$ cat src/rtl/mem_write_checker_pkg.sv
// Shared definitions for the store checker: FSM states, failure codes
// and a small width helper.
package mem_write_checker_pkg;

    typedef enum logic [1:0] {
        ST_RUN  = 2'd0,
        ST_PASS = 2'd1,
        ST_FAIL = 2'd2
    } state_e;

    localparam logic [1:0] FC_NONE    = 2'd0;
    localparam logic [1:0] FC_ADDR    = 2'd1;
    localparam logic [1:0] FC_DATA    = 2'd2;
    localparam logic [1:0] FC_TIMEOUT = 2'd3;

    // Width of an entry index; never zero so a single-entry table still
    // has a legal index signal.
    function automatic int idx_width(input int n);
        return (n > 1) ? $clog2(n) : 1;
    endfunction

endpackage

$ cat src/rtl/mem_write_checker_match.sv
// Combinational lookup of one store against the expected-store table.
// Ordered mode compares only against the lowest unmatched entry (entries
// are consumed in index order, so that is entry match_cnt). Unordered mode
// picks the lowest unmatched entry whose address equals the store address.
module mem_write_checker_match
    import mem_write_checker_pkg::*;
#(
    parameter int                         WIDTH    = 32,
    parameter int                         NUM_CHK  = 4,
    parameter logic [NUM_CHK*WIDTH-1:0]   EXP_ADR  = '0,
    parameter logic [NUM_CHK*WIDTH-1:0]   EXP_DATA = '0,
    parameter bit                         ORDERED  = 1'b1,
    parameter int                         IDX_W    = idx_width(NUM_CHK)
) (
    input  logic [WIDTH-1:0]   adr,
    input  logic [WIDTH-1:0]   data,
    input  logic [NUM_CHK-1:0] matched,
    output logic               hit,
    output logic               data_eq,
    output logic [IDX_W-1:0]   index
);

    logic [NUM_CHK-1:0] adr_eq;
    logic [NUM_CHK-1:0] dat_eq;

    genvar gi;
    generate
        for (gi = 0; gi < NUM_CHK; gi++) begin : g_entry
            assign adr_eq[gi] = (EXP_ADR[gi*WIDTH +: WIDTH] == adr);
            assign dat_eq[gi] = (EXP_DATA[gi*WIDTH +: WIDTH] == data);
        end

        if (ORDERED) begin : g_ordered
            // Walk downwards so the lowest unmatched entry is the one chosen.
            always_comb begin
                hit     = 1'b0;
                data_eq = 1'b0;
                index   = '0;
                for (int i = NUM_CHK - 1; i >= 0; i--) begin
                    if (!matched[i]) begin
                        hit     = adr_eq[i];
                        data_eq = dat_eq[i];
                        index   = IDX_W'(i);
                    end
                end
            end
        end else begin : g_unordered
            // Lowest unmatched entry with an equal address wins.
            always_comb begin
                hit     = 1'b0;
                data_eq = 1'b0;
                index   = '0;
                for (int i = NUM_CHK - 1; i >= 0; i--) begin
                    if (!matched[i] && adr_eq[i]) begin
                        hit     = 1'b1;
                        data_eq = dat_eq[i];
                        index   = IDX_W'(i);
                    end
                end
            end
        end
    endgenerate

endmodule

$ cat config.mk
export PLATFORM = sky130hd
export DESIGN_NAME = mem_write_checker_match
export DESIGN_NICKNAME = d
export VERILOG_FILES = /design/src/rtl/mem_write_checker_pkg.sv /design/src/rtl/mem_write_checker_match.sv
export SDC_FILE = /design/constraint.sdc
export NUM_CORES = 1
export LEC_CHECK = 0
export CAP_MARGIN = 10
export CORE_MARGIN = 10
export CORE_UTILIZATION = 14
export DETAILED_ROUTE_END_ITERATION = 8
export GPL_ROUTABILITY_DRIVEN = 0
export GPL_TIMING_DRIVEN = 1
export MAX_ROUTING_LAYER = met4
export PLACE_DENSITY = 0.81
export SLEW_MARGIN = 20
export SYNTH_ARGS = -nofsm -noshare
export SYNTH_HDL_FRONTEND = slang
export SYNTH_SLANG_ARGS = --single-unit
$ cat constraint.sdc
create_clock -name vclk -period 0.8
set_input_delay 0.12 -clock vclk [all_inputs]
set_output_delay 0.12 -clock vclk [all_outputs]
set_load 0.05 [all_outputs]
### Word level (Yosys, flattened, before mapping)

Index checks and enable logic that the tools add are counted.

* RAM bits: 0
* output and inout port bits: 4
* word-level logic and storage cells: 14
* bits in latches: 0
* register bits after elaboration: 0
* ROM bits: 0
* memories: 0

* multiplexer cells: 12
* reductions and logical operators: 2
* bitwise logic cells: 0
* equal/unequal tests: 0
* add/subtract/negate cells: 0
* div/mod/pow operators: 0
* $mul: 0
* magnitude comparators: 0
* shifts and indexed selects: 0

Operator list (number)
* $logic_not 32->1: 2
* $mux 1: 8
* $mux 2: 4

### Logic depth before layout (Yosys ltp)

Gate-level depths: netlist (run 1).

* word-level depth: 5
* depth in mapped cells: 3
* depth with buffers taken out: 3

### Worst setup path after synthesis (run 1)

No wires, ideal clock.

* path type: in2out
* start point: input matched[3]
* end point: output index[0]
* arrival: 1.380 ns
* path slack: -0.700 ns
* stages on the path: 2
* path buffers: 0
* cells stage by stage: nand2b_1 > a21boi_0

* cells in the longest elaborated chain, start to end: 4

RTL lines
* start, declared: line mem_write_checker_match.sv:17 `input logic [NUM_CHK-1:0] matched,`
* $mux 2 (4 in a row): line mem_write_checker_match.sv:40 `if (!matched[i]) begin`
* end, declared: line mem_write_checker_match.sv:20 `output logic [IDX_W-1:0] index`

No other way between the ends.

### Worst setup path after layout (run 1)

* start point: input data[28]
* end point: output data_eq

* cells in the longest elaborated chain, start to end: 5

RTL lines
* start, declared: line mem_write_checker_match.sv:16 `input logic [WIDTH-1:0] data,`
* $logic_not 32->1 (*): line mem_write_checker_match.sv:30 `assign dat_eq[gi] = (EXP_DATA[gi*WIDTH +: WIDTH] == data);`
* $mux 1 (3 in a row): line mem_write_checker_match.sv:40
* $mux 1 (*): line mem_write_checker_match.sv:40
* end, declared: line mem_write_checker_match.sv:19 `output logic data_eq,`

Mark *: on every way between the ends. The rest lies on a longest branch, timed or not.

==> impl_results.md, run 1 <==
- Outcome: finished, violations left
- Failing checks: negative setup slack
- Die height: 62.6 um
- Tmin final: 1180 ps
- Endpoints failing hold: 0
- Fillers: about 160
- DRC viols: 0
- Setup bufs post-CTS: 0
- Sequential cells: 0
- Max capacitance violation total: 0
- Hold path endpoint: index[1]
- Arrival @ worst endpoint: 1060 ps
- Drt pass-1 iters: 4
- Gr usage total: between 10% and 20%
- Initial antenna violation count: 0
- Warnings, synthesis: 0
- Required time worst endpoint: 680 ps
- Worst stage delay on the critical path: 270 ps
- Max Slew Vio Count: 0
- Port bufs: 72
- Core area: about 0.0017 mm^2
- Seq/Total Area, Yosys: 0%
- Hold Crit Class: input pin to output pin
- Area leader, netlist: nor4_2
- Post-synth top area share: 59.1%
- Mapped Cells: 29
- # clk buffers: 0
- Worst setup path class: input pin to output pin
- Commonest cells post-synth: nor4_2, nor4_1, nand2_1, nand4_1
- Post-DP Area: 0.00111 mm^2
- Area grow syn2layout: 324%
- Diode count: 0
- Fmax: 846 MHz
- Syn nets: 97
- Leak: 0.462 nW
- Chip width: 62.6 um
- Routed wire per std cell: 18.4 um
- Hold Crit Start: matched[3]
- CP Max Fanout: 1
- Worst slew pin tran: 219 ps
- Post-Syn Area per Cell: 8.76 um^2
- Pwr/cell area: roughly 410 mW/mm^2
- Vias in the first global route: 711
- RSZ-0062 raised after global routing: true
- First-pass GRT wire length: 3.68 mm
- Number of nets in the layout: 175
- DRT Wirelength: between 2 and 2.5 mm
- Sequential Area: 0 um^2
- Largest delay contributor family on the critical path: simple AND/OR/NAND/NOR gates
- Grt total ovfl: 0
- Slowest-stage cell, CP: nor4_2
- CP Cell Sequence: buf_6 -> nor4_2 -> nand4_1 -> nor3_4 -> buf_12
- Placed Instances: 130
- Hold_buf cts: 0
- Distinct cells, synth: 9
- DRT antenna net count: 0
- Max IR drop VDD: just under 0.3 mV
- DPL Wire Length: 1.97 mm
- CP endpoint kind: output pin
- Vias per std cell: 4.45
- Hold slack: 597 ps
- Mapped cell area: 254 um^2
- Fraction of layout cells with a size suffix above 1: 77.1%
- Most frequent cell after synthesis: nor4_2
- Final Cycle Share: 148%
- Synth area leaders: nor4_2, nor4_1, nor3_2, nand4_1, nand2_1
- Pin count of the biggest net entering global routing: 3
- Number of core rows: 15
- Via count: about 580
- Setup_tns: -811 ps
- Post-route cell area: approximately 0.0011 mm^2
- Post-Layout Cell Count: 130
- Buf+Inv Stages, Crit Path: 2
- Slew Limit Headroom: 85.3%
- Final setup margin: -382 ps
- Die area: about 0.0039 mm^2
- Startpoint Class: input pin
- Initial DRC count: 6
- Endpoints failing setup: 3
- I/O pin total: 72
- Initial core utilization: between 10% and 20%
- Hold depth: 4
-- cell usage in the layout (no fill, tap or decap), types with 3 or more instances in the layout --
master	count
nor4_4	7
nor4_2	8
buf_6	21
nand4_1	3
clkdlybuf4s15_1	13
buf_12	4
dlygate4sd2_1	5
clkbuf_2	17
buf_2	16
-- worst min-delay path: cells and delay by family --
kind / cells / cell delay, ps
AOI/OAI and AO/OA: 1 / 50
buffers and inverters: 3 / 300
-- where the power goes --
| part | total [mW] | internal, mW | switching, mW |
|---|---|---|---|
| registers | 0 | 0 | 0 |
| logic | 0.436 | 0.272 | 0.164 |
| clock network | 0 | 0 | 0 |
| total | 0.436 | 0.272 | 0.164 |
-- cells by family after synthesis --
logic type	Yosys count	synth area share, %
AND/OR/NAND/NOR	27	95.1
AO/OA/AOI/OAI	2	4.93
-- repair_timing --
| action | in CTS | in global routing |
|---|---|---|
| pin swaps | 26 | 19 |
| cloned | 0 | 0 |
| resized for setup | 185 | 57 |
| setup endpoints to repair | 4 | 4 |
-- metrics by stage --
step / util (%) / total power, mW / worst slack, ps
after floorplan: - / 0.0577 / -313
after global placement: 64.5 / 0.465 / -690
after detailed placement: 64.5 / 0.473 / -706
after CTS: 61.2 / 0.396 / -404
after global routing: 62.3 / 0.464 / -441
final: 62.3 / 0.436 / -382
-- routing by layer --
| layer | global-route usage, % | wire, um |
|---|---|---|
| met1 | 13.3 | 933 |
| met2 | 22.3 | 1360 |
| met3 | 0.896 | 95 |
| met4 | 0 | 0 |
| met5 | - | 0 |
-- worst max path at each step --
stage | cells past startpoint | to | startpoint | slack [ps]
floorplan | 3 | data_eq | data[16] | -310
global placement | 5 | data_eq | data[16] | -690
detailed placement | 5 | hit | adr[16] | -710
CTS | 5 | data_eq | data[30] | -400
global route | 5 | data_eq | data[1] | -440
finish | 5 | data_eq | data[28] | -380
-- layout make-up --
cell class / instances / area, um^2 / area share [%]
well taps: 25 / 31.3 / 2.91
multi-input cells: 29 / 389 / 36.2
repair buffers: 76 / 656 / 60.9
(Power assumes the default switching activity.)
==> inputs of run 2 (changes only) <==
--- a/config.mk
+++ b/config.mk
@@ -13,7 +13,7 @@
 export GPL_TIMING_DRIVEN = 1
 export MAX_ROUTING_LAYER = met4
 export PLACE_DENSITY = 0.81
-export SLEW_MARGIN = 20
+export SLEW_MARGIN = 10
 export SYNTH_ARGS = -nofsm -noshare
 export SYNTH_HDL_FRONTEND = slang
 export SYNTH_SLANG_ARGS = --single-unit
==> results of run 2 <==
Final layout, timing and power as in run 1 (identical DEF).
==> inputs of run 3 (changes only) <==
--- a/config.mk
+++ b/config.mk
@@ -9,7 +9,6 @@
 export CORE_MARGIN = 10
 export CORE_UTILIZATION = 14
 export DETAILED_ROUTE_END_ITERATION = 8
-export GPL_ROUTABILITY_DRIVEN = 0
 export GPL_TIMING_DRIVEN = 1
 export MAX_ROUTING_LAYER = met4
 export PLACE_DENSITY = 0.81
==> results of run 3 <==
Final layout, timing and power as in run 1 (identical DEF).
